**config.mk**
```make
export PLATFORM = sky130hd
export DESIGN_NAME = w_shift_unit_flat
export DESIGN_NICKNAME = d
export VERILOG_FILES = /design/src/rtl/w_shift_unit_pkg.sv /design/src/rtl/w_shift_unit_if.sv /design/src/rtl/w_shift_unit_pla_rom.sv /design/src/rtl/w_shift_unit.sv /design/src/flat_wrapper.sv
export SDC_FILE = /design/constraint.sdc
export NUM_CORES = 1
export LEC_CHECK = 0
export ABC_AREA = 0
export BUFFER_PORTS_ARGS = -buffer_cell sky130_fd_sc_hd__buf_2
export CAP_MARGIN = 20
export CELL_PAD_IN_SITES_DETAIL_PLACEMENT = 0
export CELL_PAD_IN_SITES_GLOBAL_PLACEMENT = 1
export CORE_ASPECT_RATIO = 0.9
export CORE_MARGIN = 1
export CORE_UTILIZATION = 47
export DETAILED_ROUTE_END_ITERATION = 7
export PLACE_DENSITY = 0.89
export SLEW_MARGIN = 20
export SYNTH_ARGS = -nofsm -noshare
export SYNTH_HDL_FRONTEND = slang
export SYNTH_SLANG_ARGS = --single-unit
export TNS_END_PERCENT = 20
```
**constraint.sdc**
```tcl
create_clock -name clk -period 6.1 [get_ports clk]
set_input_delay 0.305 -clock clk [delete_from_list [all_inputs] [get_ports clk]]
set_output_delay 0.305 -clock clk [all_outputs]
set_load 0.01 [all_outputs]
```
**src/rtl/w_shift_unit_pkg.sv**
```systemverilog
// Shared types, constants and helpers for the LCD W-shifter.
package w_unit_pkg;

    localparam int MAX_DEPTH = 15;

    typedef enum logic [2:0] {
        OP_NOP   = 3'd0,
        OP_SHIFT = 3'd1,
        OP_DTW   = 3'd2,
        OP_PDTW  = 3'd3,
        OP_TW    = 3'd4,
        OP_PTW   = 3'd5,
        OP_CLR   = 3'd6,
        OP_RSVD  = 3'd7
    } w_op_e;

    typedef enum logic {
        ST_IDLE     = 1'b0,
        ST_PLA_WAIT = 1'b1
    } w_state_e;

    // Segment-digit PLA, indexed by {lcd_cn, acc}
    localparam logic [3:0] PLA_TABLE [32] = '{
        4'he, 4'h0, 4'hc, 4'h8, 4'h2, 4'ha, 4'he, 4'h2,
        4'he, 4'ha, 4'h0, 4'h0, 4'h2, 4'ha, 4'h2, 4'h2,
        4'hb, 4'h9, 4'h7, 4'hf, 4'hd, 4'he, 4'he, 4'hb,
        4'hf, 4'hf, 4'h4, 4'h0, 4'hd, 4'he, 4'h4, 4'h0
    };

    // Out-of-range lengths fall back to the full physical depth
    function automatic logic [3:0] eff_len(input logic [3:0] wl, input int depth);
        if (wl >= 4'd2 && int'(wl) <= depth)
            return wl;
        else
            return 4'(depth);
    endfunction

endpackage

```
**src/rtl/w_shift_unit_if.sv**
```systemverilog
// Op request bus between the instruction decoder and the W-shifter.
interface w_shift_unit_if #(
    parameter int NIBBLE_WIDTH = 4
);
    logic                    op_valid;
    logic                    op_ready;
    logic [2:0]              op;
    logic [3:0]              w_length;
    logic [NIBBLE_WIDTH-1:0] shift_in;
    logic [3:0]              acc;
    logic                    lcd_cn;
    logic                    m_prime;

    modport master (
        output op_valid, op, w_length, shift_in, acc, lcd_cn, m_prime,
        input  op_ready
    );

    modport slave (
        input  op_valid, op, w_length, shift_in, acc, lcd_cn, m_prime,
        output op_ready
    );
endinterface

```
**src/rtl/w_shift_unit_pla_rom.sv**
```systemverilog
// Registered 32x4 segment-digit lookup.
module w_pla_rom
    import w_unit_pkg::*;
(
    input  logic       clk,
    input  logic [4:0] addr,
    output logic [3:0] data
);

    // One-cycle registered read
    always_ff @(posedge clk) begin
        data <= PLA_TABLE[addr];
    end

endmodule

```
**src/rtl/w_shift_unit.sv**
```systemverilog
// W/W' register pair with shift/PLA/copy ops and a free-running scan engine.
module w_shift_unit
    import w_unit_pkg::*;
#(
    parameter int NIBBLE_WIDTH = 4,
    parameter int DEPTH        = 9
) (
    input  logic                          clk,
    input  logic                          reset,
    w_shift_unit_if.slave                 bus,
    input  logic                          scan_tick,
    output logic [DEPTH*NIBBLE_WIDTH-1:0] w_main_flat,
    output logic [DEPTH*NIBBLE_WIDTH-1:0] w_prime_flat,
    output logic [NIBBLE_WIDTH-1:0]       scan_data,
    output logic [3:0]                    scan_idx,
    output logic                          scan_valid
);

    localparam int  NW     = NIBBLE_WIDTH;
    localparam bit  PLA_EN = (NIBBLE_WIDTH == 4);

    w_state_e          state, state_next;
    w_op_e             op_in;
    logic              accept;
    logic              is_pla;
    logic [3:0]        len_in;
    logic [3:0]        len_q;
    logic [3:0]        pend_len;
    logic              pend_pdtw;
    logic              pend_or;
    logic [3:0]        rom_data;
    logic [3:0]        digit;

    logic [NW-1:0]     w_main  [DEPTH];
    logic [NW-1:0]     w_prime [DEPTH];
    logic [NW-1:0]     wm_next [DEPTH];
    logic [NW-1:0]     wp_next [DEPTH];

    logic              do_shift;
    logic [NW-1:0]     shift_v;
    logic [3:0]        wr_len;

    logic [3:0]        scan_ptr;
    logic [3:0]        scan_cur;
    logic [NW-1:0]     scan_word;

    assign op_in  = w_op_e'(bus.op);
    assign len_in = eff_len(bus.w_length, DEPTH);
    assign accept = bus.op_valid && (state == ST_IDLE);
    assign is_pla = PLA_EN && (op_in == OP_DTW || op_in == OP_PDTW);
    assign digit  = rom_data | {3'b000, pend_or};

    w_pla_rom u_pla_rom (
        .clk  (clk),
        .addr ({bus.lcd_cn, bus.acc}),
        .data (rom_data)
    );

    // FSM state register
    always_ff @(posedge clk) begin
        if (reset)
            state <= ST_IDLE;
        else
            state <= state_next;
    end

    // FSM next state and handshake
    always_comb begin
        state_next   = state;
        bus.op_ready = 1'b0;
        case (state)
            ST_IDLE: begin
                bus.op_ready = 1'b1;
                if (accept && is_pla)
                    state_next = ST_PLA_WAIT;
            end
            ST_PLA_WAIT: begin
                state_next = ST_IDLE;
            end
            default: state_next = ST_IDLE;
        endcase
    end

    // Capture op fields at acceptance so late input changes cannot leak in
    always_ff @(posedge clk) begin
        if (reset) begin
            len_q     <= 4'(DEPTH);
            pend_len  <= 4'(DEPTH);
            pend_pdtw <= 1'b0;
            pend_or   <= 1'b0;
        end else if (accept) begin
            len_q <= len_in;
            if (is_pla) begin
                pend_len  <= len_in;
                pend_pdtw <= (op_in == OP_PDTW);
                pend_or   <= ~bus.lcd_cn & bus.m_prime;
            end
        end
    end

    // Next-value computation for W and W'
    always_comb begin
        wm_next  = w_main;
        wp_next  = w_prime;
        do_shift = 1'b0;
        shift_v  = '0;
        wr_len   = len_in;
        if (state == ST_PLA_WAIT) begin
            wr_len = pend_len;
            if (pend_pdtw) begin
                for (int i = 0; i < DEPTH; i++) begin
                    if (i == int'(wr_len) - 2) wp_next[i] = w_prime[i+1];
                    if (i == int'(wr_len) - 1) wp_next[i] = digit[NW-1:0];
                end
            end else begin
                do_shift = 1'b1;
                shift_v  = digit[NW-1:0];
            end
        end else if (accept) begin
            case (op_in)
                OP_SHIFT: begin
                    do_shift = 1'b1;
                    shift_v  = bus.shift_in;
                end
                OP_TW: begin
                    for (int i = 0; i < DEPTH; i++)
                        if (i < int'(wr_len)) wm_next[i] = w_prime[i];
                end
                OP_PTW: begin
                    for (int i = 0; i < DEPTH; i++)
                        if (i == int'(wr_len) - 1 || i == int'(wr_len) - 2)
                            wm_next[i] = w_prime[i];
                end
                OP_CLR: begin
                    for (int i = 0; i < DEPTH; i++) begin
                        wm_next[i] = '0;
                        wp_next[i] = '0;
                    end
                end
                default: ;
            endcase
        end
        if (do_shift) begin
            for (int i = 0; i < DEPTH - 1; i++)
                if (i < int'(wr_len) - 1) wp_next[i] = w_prime[i+1];
            for (int i = 0; i < DEPTH; i++)
                if (i == int'(wr_len) - 1) wp_next[i] = shift_v;
        end
    end

    // W and W' storage
    always_ff @(posedge clk) begin
        if (reset) begin
            for (int i = 0; i < DEPTH; i++) begin
                w_main[i]  <= '0;
                w_prime[i] <= '0;
            end
        end else begin
            w_main  <= wm_next;
            w_prime <= wp_next;
        end
    end

    // Scan pointer clamp and entry select from the pre-op W
    always_comb begin
        scan_cur  = (scan_ptr >= len_q) ? 4'd0 : scan_ptr;
        scan_word = '0;
        for (int i = 0; i < DEPTH; i++)
            if (i == int'(scan_cur)) scan_word = w_main[i];
    end

    // Scan engine
    always_ff @(posedge clk) begin
        if (reset) begin
            scan_ptr   <= 4'd0;
            scan_data  <= '0;
            scan_idx   <= 4'd0;
            scan_valid <= 1'b0;
        end else begin
            scan_valid <= scan_tick;
            if (scan_tick) begin
                scan_data <= scan_word;
                scan_idx  <= scan_cur;
                scan_ptr  <= (scan_cur == len_q - 4'd1) ? 4'd0 : scan_cur + 4'd1;
            end
        end
    end

    // Flatten the arrays onto the output buses
    always_comb begin
        w_main_flat  = '0;
        w_prime_flat = '0;
        for (int i = 0; i < DEPTH; i++) begin
            w_main_flat[i*NW +: NW]  = w_main[i];
            w_prime_flat[i*NW +: NW] = w_prime[i];
        end
    end

endmodule

```
**src/flat_wrapper.sv**
```systemverilog
// flat-port wrapper written by rule: the top's interface ports become plain ports
module w_shift_unit_flat import w_unit_pkg::*;
#(
    parameter int NIBBLE_WIDTH = 4,
    parameter int DEPTH        = 9
)
  (clk, reset, scan_tick, w_main_flat, w_prime_flat, scan_data, scan_idx, scan_valid, bus_op_valid, bus_op, bus_w_length, bus_shift_in, bus_acc, bus_lcd_cn, bus_m_prime, bus_op_ready);
  w_shift_unit_if #(.NIBBLE_WIDTH(NIBBLE_WIDTH)) bus_i ();
  input  logic clk;
  input  logic reset;
  input  logic scan_tick;
  output logic [DEPTH*NIBBLE_WIDTH-1:0] w_main_flat;
  output logic [DEPTH*NIBBLE_WIDTH-1:0] w_prime_flat;
  output logic [NIBBLE_WIDTH-1:0] scan_data;
  output logic [3:0] scan_idx;
  output logic scan_valid;
  input wire logic [$bits(bus_i.op_valid)-1:0] bus_op_valid;
  input wire logic [$bits(bus_i.op)-1:0] bus_op;
  input wire logic [$bits(bus_i.w_length)-1:0] bus_w_length;
  input wire logic [$bits(bus_i.shift_in)-1:0] bus_shift_in;
  input wire logic [$bits(bus_i.acc)-1:0] bus_acc;
  input wire logic [$bits(bus_i.lcd_cn)-1:0] bus_lcd_cn;
  input wire logic [$bits(bus_i.m_prime)-1:0] bus_m_prime;
  output wire logic [$bits(bus_i.op_ready)-1:0] bus_op_ready;
  assign bus_i.op_valid = bus_op_valid;
  assign bus_i.op = bus_op;
  assign bus_i.w_length = bus_w_length;
  assign bus_i.shift_in = bus_shift_in;
  assign bus_i.acc = bus_acc;
  assign bus_i.lcd_cn = bus_lcd_cn;
  assign bus_i.m_prime = bus_m_prime;
  assign bus_op_ready = bus_i.op_ready;
  w_shift_unit #(.NIBBLE_WIDTH(NIBBLE_WIDTH), .DEPTH(DEPTH)) u_core (.clk(clk), .reset(reset), .bus(bus_i), .scan_tick(scan_tick), .w_main_flat(w_main_flat), .w_prime_flat(w_prime_flat), .scan_data(scan_data), .scan_idx(scan_idx), .scan_valid(scan_valid));
endmodule
```
==> summary.txt <==
Run status
  • Status: finished clean

Global route
  • GRT Resource Usage Total: 0.313
  • GR met2 Demand/Resource: 0.480
  • GR Overflow Total: 0
  • Largest net degree at the start of global routing: 50
  • Number of global-route vias before repair: 6,838
  • Busiest layer in global routing: met2
  • Global-route wire length before repair: between 30,000 and 40,000 um
  • Grt met1 use: 0.441
  • M3 GR Usage: 0.0486
  • Initial antenna violation count: 0

Clocking
  • Clock Path Buffers: 2
  • CTS buffer count: 9
  • Setup repair bufs after CTS: 0
  • Worst-Skew Late Latency: 350 ps
  • Root Driver: clkbuf_16
  • Post-cts resize count: 0
  • Cts hold-fix bufs: 0
  • Clk slew on worst S/H paths: 70 ps
  • # clock sinks: 100
  • H-tree depth: 3
  • CTS tree: yes

Critical path
  • R2R cell count: 11
  • Critical-path top delay cell: a211oi_4
  • Top Family by Delay on Critical Path: compound AO/OA/AOI/OAI gates
  • Worst setup SP type: primary input
  • R2R Path Start: u_core.scan_ptr[3]$_SDFFE_PP0P_
  • Worst endpoint required time: 6350 ps
  • Worst path arrival time: 3780 ps
  • Crit-path cells: buf_2 > nand2b_1 > inv_1 > a21boi_0 > ha_1 > a21oi_1 > a211oi_4 > a21oi_2 > a21bo_2 > nor3b_1 > nor4_1
  • Slowest Stage Delay on Critical Path: ~630 ps
  • CP bufs+invs: 2
  • Reg2reg setup slack: 2650 ps
  • Crit path from: bus_w_length[3]
  • Crit Path Class: in2reg
  • Crit path max fanout: 14
  • Reg-to-Reg End: u_core.scan_data[2]$_SDFFE_PP0P_
  • Element type at the critical path end: flop

Timing
  • Skew final: around 7.3 ps
  • RSZ-0062 raised after global routing: false
  • Setup TNS: 0 ps
  • Final setup vio count: 0
  • Fmax: 283 MHz
  • Worst slew margin: 0.345
  • Worst slew pin tran: 982 ps
  • Final hold vios: 0
  • Hold_ws: 227 ps
  • Post-layout min period: 3530 ps
  • Pins Over Slew Limit: 0
  • Period utilization: 0.579

Floorplan
  • Num rows: 42
  • Core area: 14,900 um2
  • Die Y: 120 um
  • Initial Util: 0.487
  • I/O pins: 103
  • DIE WIDTH: ~130 um
  • Die area: 15,900 um2

Logic synthesis
  • Area leader, netlist: dfxtp_1
  • Post-Syn Instances: 923
  • Distinct cells, synth: 90
  • Count leader, synth: dfxtp_1
  • Post-Syn Area: a little over 7000 um2
  • Ys async rst share: 0
  • Synth cell count leaders: 100 x dfxtp_1, 97 x nand2_1, 78 x a21oi_1
  • Ys flop type: dfxtp_1
  • Synth warn: 0
  • Syn Nets: around 970
  • Top post-synthesis cells by area: dfxtp_1 28%, a21oi_1 5.4%, mux2i_1 5.1%, nand2_1 5.0%, ha_1 4.7%
  • #FFs+latches synth: 100
  • Post-synth top area share: 0.276
  • Number of flops mapped to enable cells by yosys: 0
  • Syn avg cell area: 7.84 um2
  • Register area share after synthesis: 0.276

Power and ir drop
  • NetSw: 0.519 mW
  • Pwr/cell area: 198 nW/um2
  • Internal power: 1.07 mW
  • Peak supply drop: 0.155 mV
  • Sw frac: 0.327
  • Gate power share: 0.187
  • Lkg Pwr: 3.13 nW
  • Clk pwr share: 0.370
  • Reg power frac: 0.442

Place
  • Post-DP HPWL: 18,200 um
  • RePlAce Congestion: a little under 1
  • IO Port Bufs: 102

Finish
  • Layout area overhead: 11.1%
  • Multi-input combinational cell area: 4850 um2
  • Ant diodes: 0
  • Fill cells: 1,466
  • Share of layout cells above drive strength 1: 0.166
  • Nets: 1,023
  • Register area: 2000 um2

Detailed routing
  • Drt pass-1 iters: 8
  • Iteration-0 DRC Markers: 713
  • DRC viols: 0
  • Via density per instance: 6.45
  • WL final: 24,900 um
  • Wire per inst: roughly 21 um
  • Routed vias: 7,595
  • Final ANT Viol Nets: 0

Worst hold path
  • Min-delay src: bus_lcd_cn
  • Worst Hold End: u_core.u_pla_rom.data[2]$_DFF_P_
  • Hold Path Stages: 2
  • Worst min-delay path class: in2reg

Flow run
  • Total of max-cap violations: 0
==> worst max path at each step <==
stage	to	slack, ps	depth (start not counted)
6_report	u_core.w_prime_flat[25]$_SDFF_PP0_	2570	11
5_1_grt	u_core.scan_data[0]$_SDFFE_PP0P_	2250	11
4_1_cts	u_core.w_prime_flat[25]$_SDFF_PP0_	2690	11
3_5_place_dp	u_core.w_prime_flat[27]$_SDFF_PP0_	2360	11
3_3_place_gp	u_core.w_prime_flat[26]$_SDFF_PP0_	2530	11
2_1_floorplan	u_core.scan_data[1]$_SDFFE_PP0P_	3030	14
==> power groups by stage <==
stage	clock network [mW]	registers, mW	logic, mW
after floorplan	0	0.700	0.225
after global placement	0	0.716	0.289
after detailed placement	0	0.716	0.290
after CTS	0.591	0.700	0.291
after global routing	0.619	0.704	0.326
final	0.588	0.702	0.298
==> metal layers <==
layer,vias to the layer above,part of all wire
li1,3556,-
met1,3580,0.44
met2,394,0.44
met3,65,0.086
met4,0,0.035
met5,-,0
==> layout by cell type (no fill, tap or decap), drive strengths merged, types with 5 or more instances in the layout <==
cell type and n:
a2111oi 8, a211o 12, a211oi 6, a21boi 5, a21oi 80, a221oi 5
a222oi 8, a22oi 13, a311oi 8, a31oi 9, and2 9, and3b 5
buf 104, clkbuf 10, dfxtp 100, ha 27, inv 32, mux2 7
mux2i 38, nand2 98, nand2b 19, nand3 50, nand4 10, nand4b 5
nor2 67, nor2b 12, nor3 13, nor3b 11, nor4 6, nor4b 7
o211ai 16, o21a 8, o21ai 55, o22ai 21, o31ai 8, or2 7
or3 5, or3b 12, xnor2 7
==> registers in the layout, indices dropped and copies added (netlist names) <==
name	count
u_core.len_q	4
u_core.pend_len	4
u_core.pend_or	1
u_core.pend_pdtw	1
u_core.scan_data	4
u_core.scan_idx	4
u_core.scan_ptr	4
u_core.scan_valid	1
u_core.state	1
u_core.u_pla_rom.data	4
u_core.w_main_flat	36
u_core.w_prime_flat	36
==> logic make-up (layout without fill, tap and decap cells) <==
family,count (synthesis),after routing,synth area share
multiplexers,45,45,0.0651
XOR/XNOR,11,11,0.0133
flip-flops,100,100,0.276
adder cells (fa/ha/maj),27,27,0.0467
AND/OR/NAND/NOR,347,347,0.257
AO/OA/AOI/OAI,301,301,0.287
buffers and inverters,92,149,0.0537
==> cell type report <==
cell class / instances / area share
Multi-Input combinational cell: 731 / 0.603
Sequential cell: 100 / 0.249
Timing Repair Buffer: 104 / 0.0653
Tap cell: 198 / 0.0308
Clock buffer: 10 / 0.0297
Inverter: 29 / 0.0135
Clock inverter: 6 / 0.00856
==> worst register-to-register path, stage by stage, from the launching register on <==
cell and delay [ps]:
dfxtp_1 550, ha_1 310, a21oi_1 130, o21a_1 420
nand2_1 210, inv_1 140, ha_1 550, a21oi_1 90
a22oi_1 190, o22ai_1 90, a2111oi_0 490, a2111oi_0 120
==> metrics by stage <==
stage	cell area [um2]	setup slack, ps	cells	utilization	power [mW]
5_1_grt	8040	2250	1178	0.541	1.65
3_5_place_dp	7730	2360	1162	0.520	1.01
2_1_floorplan	7240	3030	923	-	0.925
6_report	8040	2570	1178	0.541	1.59
4_1_cts	8040	2690	1178	0.541	1.58
3_3_place_gp	7730	2530	1162	0.520	1.01
Power figures use the tool's default switching activity.
